**config.mk**
```make
export PLATFORM = sky130hd
export DESIGN_NAME = adder_result_collector
export DESIGN_NICKNAME = d
export VERILOG_FILES = /design/src/rtl/adder_collector_pkg.sv /design/src/rtl/result_fifo.sv /design/src/rtl/adder_result_collector.sv
export SDC_FILE = /design/constraint.sdc
export NUM_CORES = 1
export LEC_CHECK = 0
export ABC_AREA = 1
export CAP_MARGIN = 20
export CORE_ASPECT_RATIO = 0.6
export CORE_MARGIN = 5
export CORE_UTILIZATION = 51
export CTS_CLUSTER_SIZE = 30
export DETAILED_ROUTE_END_ITERATION = 10
export GPL_TIMING_DRIVEN = 1
export HOLD_SLACK_MARGIN = 0.12
export PLACE_DENSITY_LB_ADDON = 0.15
export SKIP_CTS_REPAIR_TIMING = 1
export SYNTH_ARGS = -nofsm -noshare
export SYNTH_HDL_FRONTEND = slang
export SYNTH_SLANG_ARGS = --single-unit
export TNS_END_PERCENT = 10
```
**constraint.sdc**
```tcl
create_clock -name clk -period 1.83 [get_ports clk]
set_input_delay 0.366 -clock clk [delete_from_list [all_inputs] [get_ports clk]]
set_output_delay 0.366 -clock clk [all_outputs]
set_load 0.02 [all_outputs]
```
**src/rtl/adder_collector_pkg.sv**
```systemverilog
// Shared register map, CTRL bit positions and counter helpers for the adder result collector.
package adder_collector_pkg;

   localparam int CNT_W = 8;

   localparam logic [2:0] ADDR_CTRL  = 3'd0;
   localparam logic [2:0] ADDR_LEVEL = 3'd1;
   localparam logic [2:0] ADDR_CARRY = 3'd2;
   localparam logic [2:0] ADDR_DROP  = 3'd3;
   localparam logic [2:0] ADDR_TOTAL = 3'd4;

   localparam int CTRL_EN_BIT  = 0;
   localparam int CTRL_CLR_BIT = 1;

   // Increment that sticks at all-ones instead of wrapping.
   function automatic logic [CNT_W-1:0] sat_inc(input logic [CNT_W-1:0] v);
      return (v == {CNT_W{1'b1}}) ? v : v + 1'b1;
   endfunction

endpackage

```
**src/rtl/result_fifo.sv**
```systemverilog
// Synchronous FIFO with registered read data, a one-cycle read strobe and a flush.
module result_fifo #(
   parameter int DW    = 9,
   parameter int DEPTH = 4
) (
   input  logic                       clk,
   input  logic                       reset,
   input  logic                       push,
   input  logic                       pop,
   input  logic                       flush,
   input  logic [DW-1:0]              din,
   output logic [DW-1:0]              dout,
   output logic                       dout_vld,
   output logic [$clog2(DEPTH):0]     level,
   output logic                       full,
   output logic                       empty
);
   localparam int AW = $clog2(DEPTH);
   localparam int LW = AW + 1;

   logic [DW-1:0] mem [DEPTH];
   logic [AW-1:0] wr_q, wr_d, rd_q, rd_d;
   logic [LW-1:0] lvl_q, lvl_d;
   logic [DW-1:0] dout_q, dout_d;
   logic          vld_q, vld_d;
   logic          do_push, do_pop;

   assign empty   = (lvl_q == '0);
   assign full    = (lvl_q == LW'(DEPTH));
   // A pop frees the slot, so a push into a full FIFO still lands when it pops too.
   assign do_pop  = pop && !empty;
   assign do_push = push && (!full || do_pop);

   always_comb begin
      wr_d   = wr_q;
      rd_d   = rd_q;
      lvl_d  = lvl_q;
      dout_d = dout_q;
      vld_d  = 1'b0;
      if (flush) begin
         wr_d  = '0;
         rd_d  = '0;
         lvl_d = '0;
      end else begin
         if (do_push) wr_d = wr_q + 1'b1;
         if (do_pop) begin
            rd_d   = rd_q + 1'b1;
            dout_d = mem[rd_q];
            vld_d  = 1'b1;
         end
         if (do_push && !do_pop)      lvl_d = lvl_q + LW'(1);
         else if (do_pop && !do_push) lvl_d = lvl_q - LW'(1);
      end
   end

   always_ff @(posedge clk) begin
      if (reset) begin
         wr_q   <= '0;
         rd_q   <= '0;
         lvl_q  <= '0;
         dout_q <= '0;
         vld_q  <= 1'b0;
      end else begin
         wr_q   <= wr_d;
         rd_q   <= rd_d;
         lvl_q  <= lvl_d;
         dout_q <= dout_d;
         vld_q  <= vld_d;
      end
   end

   always_ff @(posedge clk) begin
      if (!reset && !flush && do_push) mem[wr_q] <= din;
   end

   assign dout     = dout_q;
   assign dout_vld = vld_q;
   assign level    = lvl_q;

endmodule

```
**src/rtl/adder_result_collector.sv**
```systemverilog
// Captures adder sum/carry into a FIFO, keeps capture statistics and exposes them on the DES bus.
module adder_result_collector
   import adder_collector_pkg::*;
#(
   parameter int WIDTH = 8,
   parameter int DEPTH = 4
) (
   input  logic             clk,
   input  logic             reset,
   input  logic [WIDTH-1:0] Sum_result,
   input  logic             Sum_carry,
   input  logic             Data_ready,
   input  logic             Pop_req,
   output logic [WIDTH:0]   Pop_data,
   output logic             Pop_valid,
   output logic             Fifo_empty,
   output logic             Fifo_full,
   input  logic [7:0]       Des_value,
   input  logic [2:0]       Des_address,
   input  logic             Des_req_valid,
   input  logic             Des_wr_rd,
   output logic [7:0]       Des_rd_value
);
   logic                    en_q, en_d;
   logic [CNT_W-1:0]        carry_q, carry_d, drop_q, drop_d, total_q, total_d;
   logic [7:0]              rd_q, rd_d;
   logic [$clog2(DEPTH):0]  level;
   logic                    ctrl_wr, clr, push_req, push_ok, pop_ok, drop;

   assign ctrl_wr  = Des_req_valid && Des_wr_rd && (Des_address == ADDR_CTRL);
   assign clr      = ctrl_wr && Des_value[CTRL_CLR_BIT];
   assign push_req = Data_ready && en_q;
   assign pop_ok   = Pop_req && !Fifo_empty;
   assign push_ok  = push_req && (!Fifo_full || pop_ok);
   assign drop     = push_req && !push_ok;

   result_fifo #(.DW(WIDTH + 1), .DEPTH(DEPTH)) u_fifo (
      .clk      (clk),
      .reset    (reset),
      .push     (push_req),
      .pop      (Pop_req),
      .flush    (clr),
      .din      ({Sum_carry, Sum_result}),
      .dout     (Pop_data),
      .dout_vld (Pop_valid),
      .level    (level),
      .full     (Fifo_full),
      .empty    (Fifo_empty)
   );

   always_comb begin
      en_d    = en_q;
      carry_d = carry_q;
      drop_d  = drop_q;
      total_d = total_q;
      rd_d    = rd_q;
      if (ctrl_wr) en_d = Des_value[CTRL_EN_BIT];
      if (clr) begin
         carry_d = '0;
         drop_d  = '0;
         total_d = '0;
      end else begin
         if (push_ok)              total_d = total_q + 1'b1;
         if (push_ok && Sum_carry) carry_d = sat_inc(carry_q);
         if (drop)                 drop_d  = sat_inc(drop_q);
      end
      // Reads sample the registered state, so a same-edge write or count shows the old value.
      if (Des_req_valid && !Des_wr_rd) begin
         case (Des_address)
            ADDR_CTRL:  rd_d = {7'b0, en_q};
            ADDR_LEVEL: rd_d = 8'(level);
            ADDR_CARRY: rd_d = carry_q;
            ADDR_DROP:  rd_d = drop_q;
            ADDR_TOTAL: rd_d = total_q;
            default:    rd_d = '0;
         endcase
      end
   end

   always_ff @(posedge clk) begin
      if (reset) begin
         en_q    <= 1'b1;
         carry_q <= '0;
         drop_q  <= '0;
         total_q <= '0;
         rd_q    <= '0;
      end else begin
         en_q    <= en_d;
         carry_q <= carry_d;
         drop_q  <= drop_d;
         total_q <= total_d;
         rd_q    <= rd_d;
      end
   end

   assign Des_rd_value = rd_q;

endmodule

```
==> key figures <==
Status
  – Outcome: finished, final reports clean

Clock tree
  – Root buffer cell: clkbuf_16
  – H-tree depth: 3
  – CTS clk-pin slew, worst paths: 0.06 ns
  – CTS tree: yes
  – CTS buffer count: 9
  – Clk sink count: 86
  – Clock tree buffer depth: 2
  – Clock Latency Late Sink: around 0.34 ns

Final layout
  – Layout cells sized above 1: 0.164
  – Finished Cell Area: 5170 µm²
  – Seq. cell area: 2090 µm²
  – Fillers: 666
  – Synthesis-to-layout area growth: 26.5%
  – Final Non-Filler Cells: around 690
  – Diodes inserted: 0
  – Final core occ: 0.659
  – Multi-input gate area: 1720 µm²
  – Final nets: between 600 and 700

Setup path
  – Reg2reg end: u_fifo.level[1]$_SDFFE_PP0P_
  – Crit Path Max Fanout: 2
  – R2r startpoint: u_fifo.level[0]$_SDFFE_PP0P_
  – CP Capture Type: flop
  – CP Data Arrival Time: 1.99 ns
  – Worst reg-to-reg setup slack: around 0.13 ns
  – Worst r2r path cells: 9
  – Required time of the critical path: 2.04 ns
  – CP Class: in2reg
  – Critical path launch point type: input port

Pwr
  – Worst IR drop on VDD: between 0.0005 and 0.0006 V
  – Int Power: 3.99 mW
  – Leakage: 2.12 nW
  – Clock power frac: 0.338
  – Sw frac: 0.303
  – Pwr/cell area: between 1000 and 1500 nW/µm²
  – Combinational Power Share: 0.263
  – Design Power: roughly 5.7 mW
  – Share of power burned in registers: 0.399
  – Sw Pwr: 1.73 mW

STA
  – Highest Clock Rate: 564 MHz
  – Fin. Hold Viols: 0
  – Slew at the pin closest to its max-slew limit: 0.428 ns
  – RSZ-0062 raised after global routing: yes
  – Fin crit share: 0.969
  – Hold slack: 0.466 ns
  – Crit path time final: 1.77 ns
  – Skew final: 0.00553 ns
  – Final Max Slew Viols: 0
  – Relative slew slack: 0.714
  – Setup Viol. Count Final: 0

GRT
  – Largest net degree at the start of global routing: 28
  – Antenna violations before repair: 0
  – Gr usage total: 0.205
  – Number of global-route vias before repair: between 3,000 and 4,000
  – Grt total ovfl: 0
  – First-pass GRT wire length: 15,900 µm

Logic synthesis
  – Post-synthesis register bit count: 86
  – Yosys warning count: 0
  – Mapped cell area: roughly 4000 µm²
  – Area share of fa/ha/maj cells after synthesis: 0.0294
  – Asr flop ratio synth: 0
  – Sequential fraction of the synthesis area: 0.509
  – Cells after Synth: 498
  – Largest cells by area after synthesis: edfxtp_1, dfxtp_1, nand2_1, nor2_1, a21oi_1
  – Post-synth EDFFs: 36
  – Yosys cell types: 31
  – Area share of the largest cell type after synthesis: 0.264
  – Syn Nets: 533
  – Mux share of post-synthesis cell area: 0
  – Post-synthesis simple-gate area fraction: 0.261
  – Main synth FF type: dfxtp_1
  – Avg Cell Area, Syn: 8.21 µm²
  – Post-synth top cells: nand2_1, nor2_1, dfxtp_1, inv_1, a21oi_1
  – XOR/XNOR Fraction of Synth Area: 0.0236
  – Post-synth top area cell: edfxtp_1
  – Post-synthesis compound-gate area fraction: 0.103
  – Count leader, synth: nand2_1
  – Largest family of logic cells by synthesized area: simple AND/OR/NAND/NOR gates

Detailed routing
  – DRC viols: 0
  – Via/cell ratio: 5.05
  – Met1 WL: around 5000 µm
  – DR WL met3: 765 µm
  – Vias: around 3,500
  – Post-route ant nets: 0
  – Top sig layer: met4
  – Final wirelength: 9580 µm
  – First-pass detailed-route iteration total: 5
  – Routed length per placed instance: about 14 µm
  – 1st-iter DRT viols: 325
  – DR WL met2: 3760 µm

Placed design
  – Area after DPL: 4820 µm²
  – Routability congestion estimate: approximately 0.94
  – Input/output buffers: 39
  – Detailed Place HPWL: ~7000 µm
  – Placed cells: 672

Floorplanning
  – Die Wd: 126 µm
  – Die height: 79.3 µm
  – Core ar.: 7850 µm²
  – Row count: 25
  – Die ar.: 9960 µm²
  – Boundary pin count: 46
  – Starting density of the core: 0.521

Job
  – Max-cap violations: 0

Worst hold path
  – Hold Path Origin: Des_rd_value[4]$_SDFFE_PP0P_
  – Hold depth: 2
  – Hold Path Class: reg2reg
  – Worst Hold Path EP: Des_rd_value[4]$_SDFFE_PP0P_
==> per-stage QoR <==
stage	setup WS [ns]	TNS (ns)
2_1_floorplan	0.00152	0
3_3_place_gp	-0.406	-6.56
3_5_place_dp	-0.498	-10.23
4_1_cts	-0.128	-0.280
5_1_grt	-0.0401	-0.0401
6_report	0.0560	0
==> area by class of cell <==
type / count / share of cell area
Clock buffer: 9 / 0.0435
Clock inverter: 7 / 0.0191
Inverter: 59 / 0.0428
Multi-Input combinational cell: 342 / 0.333
Sequential cell: 86 / 0.403
Tap cell: 108 / 0.0261
Timing Repair Buffer: 77 / 0.132
==> worst max path at each step <==
stage,from,slack (ns),end
after CTS,Pop_req,-0.13,u_fifo.level[2]$_SDFFE_PP0P_
after global routing,Data_ready,-0.04,u_fifo.level[2]$_SDFFE_PP0P_
after floorplan,u_fifo.level[2]$_SDFFE_PP0P_,0.002,u_fifo.level[2]$_SDFFE_PP0P_
final,Data_ready,0.06,u_fifo.level[2]$_SDFFE_PP0P_
after detailed placement,Pop_req,-0.50,u_fifo.level[2]$_SDFFE_PP0P_
after global placement,Pop_req,-0.41,u_fifo.level[2]$_SDFFE_PP0P_
==> state kept, by name, summed over array words and instances (netlist names), 2 cells and up <==
register      cells
u_fifo.mem       36
u_fifo.wr_q       2
drop_q            8
u_fifo.rd_q       2
carry_q           8
Des_rd_value      8
total_q           8
u_fifo.dout       9
u_fifo.level      3
==> layer usage <==
layer | track usage | vias up
met4 | 0.0541 | 0
met2 | 0.281 | 118
li1 | - | 1777
met1 | 0.312 | 1573
met5 | 0 | -
met3 | 0.0585 | 9
==> power by group through the flow <==
stage               Sequential, mW  Clock (mW)  Combinational (mW)
floorplan                     2.39           0               0.825
global placement              2.31           0                1.45
detailed placement            2.31           0                1.47
CTS                           2.27        1.98                1.49
global route                  2.30        2.06                1.69
finish                        2.28        1.93                1.51
==> cell families (layout without fill, tap and decap cells) <==
logic type	count (synthesis)	after routing
buf+inv	70	152
compound gates	80	80
xor+xnor	11	11
simple gates	242	242
fa+ha+maj	9	9
flops	86	86
==> layout by cell type, fill, tap and decap left out, types with 9 or more instances in the layout <==
cell type | netlist | layout
nand2_1 | 131 | 130
nor2_1 | 53 | 52
dfxtp_1 | 50 | 47
inv_1 | 48 | 47
buf_4 | 0 | 38
a21oi_1 | 37 | 36
clkdlybuf4s50_1 | 0 | 36
edfxtp_1 | 36 | 36
o21ai_0 | 31 | 30
nand3_1 | 24 | 23
nor2_2 | 10 | 11
inv_2 | 10 | 11
nand4_1 | 10 | 10
o22ai_1 | 9 | 9
clkbuf_16 | 0 | 9
==> critical path, cell delays in order <==
cell             delay, ns
clkdlybuf4s50_1       0.45
nand2_1               0.06
inv_2                 0.06
nand2_2               0.06
inv_2                 0.06
ha_1                  0.13
inv_1                 0.06
fa_2                  0.35
a21oi_2               0.14
o21ai_1               0.08
xor2_1                0.13
nor2_1                0.05
Power figures use the tool's default switching activity.
